--- src/rtl/seg7_pkg.sv ---
// Shared 7-segment glyph table and encode helper for the BCD display path.
// Glyphs are active-high {g,f,e,d,c,b,a}; output polarity is applied downstream.
package seg7_pkg;

  localparam int unsigned SEG_W = 7;

  localparam logic [SEG_W-1:0] SEG_BLANK = 7'b000_0000;
  localparam logic [SEG_W-1:0] SEG_DASH  = 7'b100_0000;

  // Codes 10-15 are not BCD; they show a dash so corrupted data is visible.
  localparam logic [SEG_W-1:0] SEG_GLYPH [16] = '{
    7'b011_1111,  // 0
    7'b000_0110,  // 1
    7'b101_1011,  // 2
    7'b100_1111,  // 3
    7'b110_0110,  // 4
    7'b110_1101,  // 5
    7'b111_1101,  // 6
    7'b000_0111,  // 7
    7'b111_1111,  // 8
    7'b110_1111,  // 9
    SEG_DASH, SEG_DASH, SEG_DASH, SEG_DASH, SEG_DASH, SEG_DASH
  };

  function automatic logic [SEG_W-1:0] seg7_encode(input logic [3:0] nibble);
    return SEG_GLYPH[nibble];
  endfunction

endpackage

--- src/rtl/bcd_seg7_decode.sv ---
// Combinational nibble-to-segment decoder with a blanking override.
// The output is active-high; the caller applies board polarity.
module bcd_seg7_decode
  import seg7_pkg::*;
(
  input  logic [3:0]       i_nibble,
  input  logic             i_blank,
  output logic [SEG_W-1:0] o_seg_c
);

  always_comb begin
    o_seg_c = SEG_BLANK;
    if (!i_blank) begin
      o_seg_c = seg7_encode(i_nibble);
    end
  end

endmodule

--- src/rtl/bcd_seg7_scanner.sv ---
// Time-multiplexed scanner for a packed-BCD value on a common-anode 7-segment
// display: tear-free loading, leading-zero blanking, whole-display blinking.
module bcd_seg7_scanner
  import seg7_pkg::*;
#(
  parameter int unsigned NUM_DIGITS   = 5,
  parameter int unsigned REFRESH_DIV  = 50000,
  parameter int unsigned BLINK_FRAMES = 50,
  parameter int unsigned ACTIVE_LOW   = 1
) (
  input  logic                    clk,
  input  logic                    reset,
  input  logic [4*NUM_DIGITS-1:0] bcd_in,
  input  logic                    load,
  input  logic                    blank_lz,
  input  logic                    blink_en,
  input  logic [NUM_DIGITS-1:0]   dp_mask,
  output logic [SEG_W-1:0]        seg,
  output logic                    dp,
  output logic [NUM_DIGITS-1:0]   an,
  output logic                    frame_start
);

  localparam int unsigned BCD_W   = 4 * NUM_DIGITS;
  localparam int unsigned TICK_W  = (REFRESH_DIV  > 1) ? $clog2(REFRESH_DIV)  : 1;
  localparam int unsigned IDX_W   = (NUM_DIGITS   > 1) ? $clog2(NUM_DIGITS)   : 1;
  localparam int unsigned BLINK_W = (BLINK_FRAMES > 1) ? $clog2(BLINK_FRAMES) : 1;
  localparam logic        INV     = (ACTIVE_LOW != 0);

  logic [TICK_W-1:0]     r_tick_cnt;
  logic [IDX_W-1:0]      r_digit_idx;
  logic [BCD_W-1:0]      r_shadow;
  logic [BCD_W-1:0]      r_disp;
  logic [BLINK_W-1:0]    r_blink_cnt;
  logic                  r_blink_phase;

  logic                  w_tick_last;
  logic                  w_idx_last;
  logic                  w_frame_wrap;
  logic                  w_blink_last;
  logic                  w_blink_dark;
  logic                  w_upper_zero;
  logic [NUM_DIGITS-1:0] w_blank_vec;
  logic [NUM_DIGITS-1:0] w_an_onehot;
  logic [3:0]            w_nibble;
  logic                  w_blank_sel;
  logic                  w_dp_sel;
  logic [SEG_W-1:0]      w_seg_pat;

  assign w_tick_last  = (r_tick_cnt == TICK_W'(REFRESH_DIV - 1));
  assign w_idx_last   = (r_digit_idx == IDX_W'(NUM_DIGITS - 1));
  assign w_frame_wrap = w_tick_last && w_idx_last;
  assign w_blink_last = (r_blink_cnt == BLINK_W'(BLINK_FRAMES - 1));
  assign w_blink_dark = blink_en && r_blink_phase;

  // Dwell counter and digit pointer
  always_ff @(posedge clk or posedge reset) begin
    if (reset) begin
      r_tick_cnt  <= '0;
      r_digit_idx <= '0;
    end else if (w_tick_last) begin
      r_tick_cnt  <= '0;
      r_digit_idx <= w_idx_last ? '0 : r_digit_idx + IDX_W'(1);
    end else begin
      r_tick_cnt  <= r_tick_cnt + TICK_W'(1);
    end
  end

  // disp only follows shadow at a frame boundary, so one frame never mixes values
  always_ff @(posedge clk or posedge reset) begin
    if (reset) begin
      r_shadow <= '0;
      r_disp   <= '0;
    end else begin
      if (load) begin
        r_shadow <= bcd_in;
      end
      if (w_frame_wrap) begin
        r_disp <= r_shadow;
      end
    end
  end

  // Blink runs on frame count regardless of blink_en
  always_ff @(posedge clk or posedge reset) begin
    if (reset) begin
      r_blink_cnt   <= '0;
      r_blink_phase <= 1'b0;
    end else if (w_frame_wrap) begin
      if (w_blink_last) begin
        r_blink_cnt   <= '0;
        r_blink_phase <= ~r_blink_phase;
      end else begin
        r_blink_cnt   <= r_blink_cnt + BLINK_W'(1);
      end
    end
  end

  // Leading-zero map (top digit down) and mux of the active digit
  always_comb begin
    w_upper_zero = 1'b1;
    w_blank_vec  = '0;
    w_an_onehot  = '0;
    w_nibble     = '0;
    w_blank_sel  = 1'b0;
    w_dp_sel     = 1'b0;
    for (int k = NUM_DIGITS - 1; k >= 0; k--) begin
      w_upper_zero   = w_upper_zero && (r_disp[4*k +: 4] == 4'd0);
      w_blank_vec[k] = blank_lz && w_upper_zero && (k != 0);
    end
    for (int k = 0; k < NUM_DIGITS; k++) begin
      if (r_digit_idx == IDX_W'(k)) begin
        w_nibble       = r_disp[4*k +: 4];
        w_blank_sel    = w_blank_vec[k];
        w_dp_sel       = dp_mask[k];
        w_an_onehot[k] = 1'b1;
      end
    end
  end

  bcd_seg7_decode u_decode (
    .i_nibble (w_nibble),
    .i_blank  (w_blank_sel),
    .o_seg_c  (w_seg_pat)
  );

  // Board-facing register; polarity is applied only here
  always_ff @(posedge clk or posedge reset) begin
    if (reset) begin
      seg         <= {SEG_W{INV}};
      dp          <= INV;
      an          <= {NUM_DIGITS{INV}};
      frame_start <= 1'b0;
    end else begin
      seg         <= w_seg_pat ^ {SEG_W{INV}};
      dp          <= w_dp_sel ^ INV;
      an          <= (w_blink_dark ? '0 : w_an_onehot) ^ {NUM_DIGITS{INV}};
      frame_start <= w_frame_wrap;
    end
  end

endmodule

--- config.mk ---
export PLATFORM = sky130hd
export DESIGN_NAME = bcd_seg7_scanner
export DESIGN_NICKNAME = d
export VERILOG_FILES = /design/src/rtl/seg7_pkg.sv /design/src/rtl/bcd_seg7_decode.sv /design/src/rtl/bcd_seg7_scanner.sv
export SDC_FILE = /design/constraint.sdc
export NUM_CORES = 1
export LEC_CHECK = 0
export ABC_CLOCK_PERIOD_IN_PS = 4800
export BUFFER_PORTS_ARGS = -buffer_cell sky130_fd_sc_hd__buf_2
export CORE_ASPECT_RATIO = 1.1
export CORE_MARGIN = 2
export CORE_UTILIZATION = 47
export CTS_CLUSTER_SIZE = 16
export DETAILED_ROUTE_END_ITERATION = 7
export GPL_ROUTABILITY_DRIVEN = 0
export PLACE_DENSITY = 0.66
export SETUP_SLACK_MARGIN = 0.15
export SYNTH_ARGS = -nofsm -noshare
export SYNTH_HDL_FRONTEND = slang
export SYNTH_SLANG_ARGS = --single-unit
--- constraint.sdc ---
create_clock -name clk -period 4.8 [get_ports clk]
set_input_delay 0.96 -clock clk [delete_from_list [all_inputs] [get_ports clk]]
set_output_delay 0.96 -clock clk [all_outputs]
set_load 0.02 [all_outputs]
==> results, run 1 <==
- The flow ran to the end, and the final reports show no timing, DRC or antenna violations.
- The die height is 96.9 um.
- The final max-slew violation count is 0.
- Adding up every negative setup slack in the final design gives 0 ns.
- The number of clock buffers inserted by TritonCTS is 9.
- The number of H-tree branching levels is 3.
- The post-synthesis net count is between 300 and 400.
- In this run, synthesis produced a sequential element count of 80.
- For the worst setup path, the data required time is 5.06 ns.
- The number of global-route vias before repair is 2,657.
- Of the post-synthesis cell area, the dominant cell type holds 0.454.
- The power density over cell area is 296 nW/um^2.
- The routed design could run at a clock period as short as 3.06 ns.
- The count of clock tree sinks is 80.
- Yosys mapped a number of flops with a built-in enable equal to 0.
- Counting every instance in the synthesized netlist gives 356.
- The number of buffers added for setup after CTS is 0.
- The total I/O pin count is 44.
- The critical path goes through or4b_1 -> nor4_4 -> nand2_2 -> inv_2 -> a31oi_1 -> a31oi_1.
- The path class of the tightest hold or removal check is reg -> reg.
- Yosys mapped the design onto 44 distinct sky130hd cell types.
- In this run the worst path has a maximum fanout of 29.
- The static leakage power is 2.00 nW.
- The count of inserted antenna diode cells is 0.
- The initial detailed-routing violation count is between 100 and 150.
- The number of resized instances in the post-cts repair step is 0.
- The CTS root buffer is sky130_fd_sc_hd__clkbuf_8.
- The max capacitance violation total is 0.
- The most frequently used flop master after synthesis is sky130_fd_sc_hd__dfrtp_1.
- The class of the most critical setup path is reg -> reg.
- The leading cell type by number of instances after synthesis is sky130_fd_sc_hd__nand2_1.
- Entering global routing, the biggest net connects 46 pins.
- The part of the Yosys area used for sequential elements is 0.547.
- In the final routed layout, each cell accounts on average for 13.7 um.
- The final layout contains 440 nets.
- The commonest cells after synthesis are sky130_fd_sc_hd__nand2_1, sky130_fd_sc_hd__dfrtp_1, sky130_fd_sc_hd__mux2_2.
- The routed layout has 2,656 vias.
- The worst path setup slack after routing is 1.74 ns.
- At the later pin of the worst-skew pair, clock insertion delay measures 0.35 ns.
- The clock passes through at most 2 buffers.
- From synthesis to final layout, the design area changed by 12.8%.
- The number of buffers inserted by port buffering is 43.
- Sorting the synthesized cells by area gives the leading types as sky130_fd_sc_hd__dfrtp_1, sky130_fd_sc_hd__dfstp_2, sky130_fd_sc_hd__nand2_1.
- For the final database, setup skew stands at 0.0100 ns.
- Setup repair after global routing left no endpoint under its margin.
- The design draws 1.23 mW.
- The first global-routing pass estimated 12.4 mm of wire.
- The number of hold violations in the final report is 0.
- The die extent in x is between 80 and 90 um.
- Data on the critical path arrives at its endpoint at 3.33 ns.
- The share of post-route cells with drive strength above 1 is 0.241.
- The post-placement worst setup slack is roughly 1.7 ns.
- The standard cell with the maximum stage delay on the critical path is sky130_fd_sc_hd__nor4_4.
- The highest achievable clock rate is 326 MHz.
- Clock-pin slew was measured on the worst setup and hold paths at 0.08 ns.
- In this run, post-CTS hold repair placed 0 buffers.
- The origin of the worst setup path is r_tick_cnt[7].
- On the worst path, the slowest cell contributes a delay of 0.70 ns.
- In this run the standard cell core region covers 7560 um^2.
- The total wirelength of the detailed-routed design is 6.94 mm.
- The combined global-route utilization of all metal layers is 0.182.
- The placement row count is 33.
- After global routing the overflow that remains totals 0.
- The number of routed nets with antenna violations is 0.
- The startpoint of the most critical hold path is r_tick_cnt[0].
- Across the VDD grid, the largest voltage drop is 0.155 mV.
- Headroom to the max-slew limit came out at 0.397.
- The first-pass iteration count of the detailed router is 4.
- In this run the critical register-to-register path is launched from r_tick_cnt[7].
- The initial antenna violation count is 0.
- In this run the cell area of the synthesized design comes to 3690 um^2.
- The TritonCTS clock tree is done.
- Yosys printed 0 warnings.
- The average instance in the mapped netlist occupies slightly above 10 um^2.
- The area of the die is 8580 um^2.
- The largest total area in the synthesized netlist belongs to sky130_fd_sc_hd__dfrtp_1.
- The total setup violations reported at the end of the flow is 0.
- The startpoint type of the worst setup path is a flop.
- For the pin with the worst max-slew slack, the measured transition is around 0.9 ns.
- Dividing the final minimum period by the clock period gives 0.638.
- The initial standard-cell utilization of the core is 0.488.
- The type of destination of the critical path is a flop.
- The cell seen most often among critical-path stages is sky130_fd_sc_hd__a31oi_1.
- The async set-or-reset flop fraction in the synthesized netlist is 1.00.
- Detailed placement ended at an HPWL of 5.04 mm.
- The routed via count divided by cell count is 5.24.
- For this run, design rule violations remaining after detail routing come to 0.
-- state kept, by name, indices dropped and copies added, names as in the netlist --
register and cells:
an 5, dp 1, frame_start 1, r_blink_cnt 6, r_blink_phase 1, r_digit_idx 3, r_disp 20, r_shadow 20
r_tick_cnt 16, seg 7
-- routing by layer --
| metal | global-route usage | routed length, um | vias up |
|---|---|---|---|
| li1 | - | - | 1307 |
| met1 | 0.259 | 3400 | 1282 |
| met2 | 0.275 | 3170 | 59 |
| met3 | 0.0469 | 287 | 8 |
| met4 | 0.0559 | 81 | 0 |
| met5 | 0 | 0 | - |
-- worst max-delay path, delay by kind of cell, from the launching register on --
kind | cells | cell delay (ns)
compound gates | 2 | 0.30
buf+inv | 1 | 0.49
flops | 1 | 0.43
simple gates | 3 | 1.73
-- cell families (layout without fill, tap and decap cells) --
group                    Yosys count  count (layout)  synth area share
AND/OR/NAND/NOR                  152             152             0.198
flip-flops                        80              80             0.547
AO/OA/AOI/OAI                     51              51            0.0841
buffers and inverters             25              71            0.0298
multiplexers                      21              21            0.0637
XOR/XNOR                          14              14            0.0332
adder cells (fa/ha/maj)           13              13            0.0441
-- layout by cell type (no fill, tap or decap), types with 2 or more instances in the layout --
cell | Yosys | routed
sky130_fd_sc_hd__nand2_1 | 84 | 84
sky130_fd_sc_hd__dfrtp_1 | 67 | 67
sky130_fd_sc_hd__buf_2 | 1 | 43
sky130_fd_sc_hd__mux2_2 | 20 | 20
sky130_fd_sc_hd__nor2_1 | 15 | 15
sky130_fd_sc_hd__o21ai_0 | 14 | 14
sky130_fd_sc_hd__a21oi_1 | 14 | 14
sky130_fd_sc_hd__ha_1 | 13 | 13
sky130_fd_sc_hd__dfstp_2 | 13 | 13
sky130_fd_sc_hd__inv_1 | 10 | 9
sky130_fd_sc_hd__clkbuf_8 | 0 | 9
sky130_fd_sc_hd__nand3_1 | 8 | 8
sky130_fd_sc_hd__and3_1 | 8 | 8
sky130_fd_sc_hd__xor2_1 | 8 | 8
sky130_fd_sc_hd__nand4_1 | 7 | 7
sky130_fd_sc_hd__a31oi_1 | 6 | 6
sky130_fd_sc_hd__xnor2_1 | 6 | 6
sky130_fd_sc_hd__nand3b_1 | 5 | 5
sky130_fd_sc_hd__nor2b_1 | 4 | 4
sky130_fd_sc_hd__nor4_1 | 4 | 4
sky130_fd_sc_hd__a211o_1 | 3 | 3
sky130_fd_sc_hd__and2_1 | 3 | 3
sky130_fd_sc_hd__o311ai_0 | 3 | 3
sky130_fd_sc_hd__o21ai_1 | 3 | 3
sky130_fd_sc_hd__or4bb_1 | 2 | 2
sky130_fd_sc_hd__or2_2 | 2 | 2
sky130_fd_sc_hd__nor3_1 | 2 | 2
sky130_fd_sc_hd__and4_1 | 2 | 2
sky130_fd_sc_hd__o31ai_1 | 2 | 2
sky130_fd_sc_hd__inv_2 | 1 | 2
sky130_fd_sc_hd__clkbuf_1 | 11 | 2
sky130_fd_sc_hd__clkinv_4 | 0 | 2
sky130_fd_sc_hd__clkinv_2 | 0 | 2
-- metrics by stage --
step	cells	util	instance area (um^2)	hold WS, ns
6_report	507	0.551	4170	0.468
5_1_grt	507	0.551	4170	0.501
4_1_cts	507	0.551	4170	0.475
3_5_place_dp	491	0.526	3980	0.458
3_3_place_gp	491	0.526	3980	0.434
2_1_floorplan	356	-	3690	0.424
-- where the power goes --
part | internal, mW | switching [mW] | total (mW) | leakage, nW
Clock | 0.241 | 0.240 | 0.481 | 0.0973
Sequential | 0.692 | 0.0101 | 0.702 | 1.01
Combinational | 0.0247 | 0.0233 | 0.0481 | 0.891
Total | 0.957 | 0.274 | 1.23 | 2.00
-- final timing paths --
check	to	slack, ns	cells after the start
hold reg to reg	r_tick_cnt[0]	0.47	1
setup / recovery	r_blink_cnt[2]	1.74	6
max in group asynchronous	seg[0]	3.00	3
setup reg to reg	r_blink_cnt[2]	1.74	6
min in group asynchronous	r_tick_cnt[2]	0.80	2
hold / removal	r_tick_cnt[0]	0.47	1
-- cell type report --
cell class,instances,area [um^2]
Inverter,11,41.3
Tap cell,105,131
Timing Repair Buffer,44,223
Sequential cell,80,2020
Clock inverter,5,57.6
Multi-Input combinational cell,251,1560
Fill cell,701,3390
Clock buffer,11,131
(Power assumes the default switching activity.)
==> run 2: changes to the inputs <==
Settings changed: ABC_CLOCK_PERIOD_IN_PS 4800 to 3100.
Clock period 4.8 ns to 3.1 ns, I/O delays scaled along.
==> run 2 against run 1 <==
Die area unchanged. Combinational power up 62%. Sequential share of layout area down 0.72 points. Clock power up 75%. Critical endpoint is now seg[4]. Largest power group unchanged. Highest routed layer unchanged.
==> results, run 2 (synthesized netlist as in run 1, its figures left out) <==
- Cell-by-cell trace of the critical path: inv_1 -> ha_1 -> or2_2 -> a211oi_1 -> a211o_1 -> inv_1 -> ha_1 -> and3_1 -> a22o_1 -> o21ai_0 (was or4b_1 -> nor4_4 -> nand2_2 -> inv_2 -> a31oi_1 -> a31oi_1).
- The end of the worst register-to-register path is seg[4] (was r_blink_cnt[2]).
- The fraction of met3 tracks used by global routing is 0.0392 (was 0.0469).
- The filler cell count in the final layout is 679 (was 701).
- The origin of the worst setup path was r_digit_idx[2] (was r_tick_cnt[7]).
- The post-route cell area is 4230 um^2 (was 4170 um^2).
- The max capacitance violation total is 0 (unchanged).
- The type of destination of the critical path was a flop (unchanged).
- The combined global-route utilization of all metal layers is 0.191 (was 0.182).
- The total instance count after detailed placement is 493 (was 491).
- The area of the die is 8580 um^2 (unchanged).
- The count of inserted antenna diode cells came to 0 (unchanged).
- The worst path setup slack after routing is 0.437 ns (was 1.74 ns).
- The reg2reg setup slack came to 0.44 ns (was 1.74 ns).
- Run status: finished clean (unchanged).
- The routing layer with the top usage in global route was met1 (was met2).
- The cts-stage hold buffer count is 0 (unchanged).
- The register clock-pin slew on the reported worst setup and hold paths was 0.09 ns (was 0.08 ns).
- The cell family with the largest share of critical-path delay is compound AO/OA/AOI/OAI gates (was simple AND/OR/NAND/NOR gates).
- The number of clock buffers inserted by TritonCTS is 9 (unchanged).
- The number of nets at the end of the flow is 442 (was 440).
- The CTS root buffer is sky130_fd_sc_hd__clkbuf_8 (unchanged).
- The number of H-tree branching levels is 3 (unchanged).
- The power density over cell area is 474 nW/um^2 (was 296 nW/um^2).
- The critical path data required time came to 3.38 ns (was 5.06 ns).
- The highest fanout seen on the critical path is 10 (was 29).
- The initial antenna violation count is 0 (unchanged).
- The largest net degree at the start of global routing is 49 (was 46).
- The number of routed nets with antenna violations is 0 (unchanged).
- The DRC violation count after routing came to 0 (unchanged).
- The placement row count is 33 (unchanged).
- The relative slew slack was 0.527 (was 0.397).
- The number of hold violations in the final report is 0 (unchanged).
- The total I/O pin count came to 44 (unchanged).
- The routed via count divided by cell count is 5.27 (was 5.24).
- The average wire per cell in the routed design is 14.4 um (was 13.7 um).
- The worst path arrival time is 2.94 ns (was 3.33 ns).
- The final HPWL from detailed placement is 5.24 mm (was 5.04 mm).
- The final core utilization was 0.560 (was 0.551).
- The share of the clock period used by the worst path came to 0.859 (was 0.638).
- The initial standard-cell utilization of the core was 0.488 (unchanged).
- Commonest non-fill, non-tap cells in the layout: sky130_fd_sc_hd__nand2_1, sky130_fd_sc_hd__dfrtp_1, sky130_fd_sc_hd__buf_2 (unchanged).
- The initial detailed-routing violation count is 176 (was 115).
- The class of the most critical setup path is reg -> reg (unchanged).
- The area taken by multi-input logic gates came to 1570 um^2 (was 1560 um^2).
- The total negative slack came to 0 ns (unchanged).
- The internal power was 1.56 mW (was 957 uW).
- The proportion of power drawn by flip-flops and latches is 0.541 (was 0.570).
- The first-pass iteration count of the detailed router was 5 (was 4).
- The total core area was 7560 um^2 (unchanged).
- The first-pass GRT wire length is 12.7 mm (was 12.4 mm).
- The combined flip-flop and latch cell area is 2020 um^2 (unchanged).
- The worst hold slack is 0.371 ns (was 0.468 ns).
- The total setup violations reported at the end of the flow was 0 (unchanged).
- The delay of the slowest cell on the worst path is 0.47 ns (was 0.70 ns).
- The non-filler instance count after layout was 509 (was 507).
- The power share of the combinational group is 0.039 (about the same).
- The fraction of power spent switching nets is 0.220 (was 0.222).
- The final max-slew violation count came to 0 (unchanged).
- The met2 capacity usage during global routing is 0.265 (was 0.275).
- The slew at the pin with the worst max-slew slack was 0.708 ns (was 0.903 ns).
- The total grt overflow is 0 (unchanged).
- The total wirelength of the detailed-routed design is 7.34 mm (was 6.94 mm).
- The sum of buffers and inverters on the critical path is 2 (was 1).
- Setup repair after global routing missed its margin: false (unchanged).
- The sum of internal, switching and leakage power was 2.00 mW (was 1.23 mW).
- The count of clock tree sinks is 80 (unchanged).
- The number of global-route vias before repair is 2,662 (was 2,657).
- The met1 usage is 0.286 (was 0.259).
- The highest achievable clock rate is 375 MHz (was 326 MHz).
- The class of the tightest hold or removal check is in -> async (was reg -> reg).
- The static leakage power is 2.02 nW (was 2.00 nW).
- The standard cell area after detailed placement is 4000 um^2 (was 3980 um^2).
- The startpoint type of the worst setup path is a flop (unchanged).
- The area growth from synthesis to layout is 14.5% (was 12.8%).
- The most common cell after layout, fill and taps aside is sky130_fd_sc_hd__nand2_1 (unchanged).
- The worst-case reg-to-reg path depth is 10 (was 6).
- The reported net switching power is 441 uW (was 274 uW).
- The share of post-route cells with drive strength above 1 was 0.252 (was 0.241).
- The standard cell with the maximum stage delay on the critical path is sky130_fd_sc_hd__dfrtp_1 (was sky130_fd_sc_hd__nor4_4).
- The TritonCTS clock tree was done (unchanged).
- The post-placement worst setup slack is 0.481 ns (was 1.68 ns).
- The clock latency on the worst-skew pair is 0.36 ns (was 0.35 ns).
- The minimum clock period after layout came to 2.66 ns (was 3.06 ns).
- The startpoint of the worst-slack reg-to-reg timing path is r_digit_idx[2] (was r_tick_cnt[7]).
- The number of buffers on the longest clock path is 2 (unchanged).
- The die height is 96.9 um (unchanged).
- The maximum VDD drop came to 0.242 mV (was 0.155 mV).
- The number of buffers inserted by port buffering is 43 (unchanged).
- The die extent in x came to 88.5 um (unchanged).
- The vias after detailed routing is 2,682 (was 2,656).
- The setup skew after layout came to 0.00993 ns (was 0.0100 ns).
- Biggest registers after layout: r_disp: 20 flops, r_shadow: 20 flops, r_tick_cnt: 16 flops (unchanged).
- The clock network fraction of design power came to 0.420 (was 0.391).
run 2: power by group through the flow:
stage	Clock, mW	Combinational (mW)	Sequential, mW
global placement	0	0.0790	1.10
global route	0.910	0.0882	1.09
floorplan	0	0.0482	1.10
CTS	0.865	0.0806	1.08
detailed placement	0	0.0804	1.10
finish	0.842	0.0777	1.08
run 2: worst max-delay path by stage:
stage | to | slack, ns | cells past startpoint
floorplan | frame_start | 0.45 | 1
global route | seg[5] | 0.22 | 9
global placement | seg[4] | 0.63 | 10
CTS | seg[4] | 0.44 | 10
detailed placement | seg[4] | 0.48 | 10
finish | seg[4] | 0.44 | 10
run 2: per-layer routing:
layer	wire (um)	up-vias	part of all wire
met5	0	-	0
met3	356	11	0.049
met1	3630	1287	0.49
met2	3230	80	0.44
met4	127	0	0.017
li1	-	1304	-
run 2: final cells by class:
| class | instances | share of cell area |
|---|---|---|
| well taps | 105 | 0.0311 |
| repair buffers | 46 | 0.0592 |
| inverters | 11 | 0.00977 |
| multi-input cells | 251 | 0.371 |
| clock buffers | 9 | 0.0293 |
| clock inverters | 7 | 0.0228 |
| flip-flops and latches | 80 | 0.477 |
run 2: worst reg2reg max path: cells and delay by family (launching register included):
| family | cells | cell delay [ns] |
|---|---|---|
| AOI/OAI and AO/OA | 4 | 0.83 |
| adders and majority gates | 2 | 0.54 |
| and+or+nand+nor | 2 | 0.49 |
| DFF | 1 | 0.47 |
| buffers and inverters | 2 | 0.26 |
run 2: repair_timing:
| item | in CTS | in global routing |
|---|---|---|
| gates resized for setup | 0 | 1 |
| setup buffers | 0 | 0 |
| endpoints found under the setup margin | 0 | 1 |
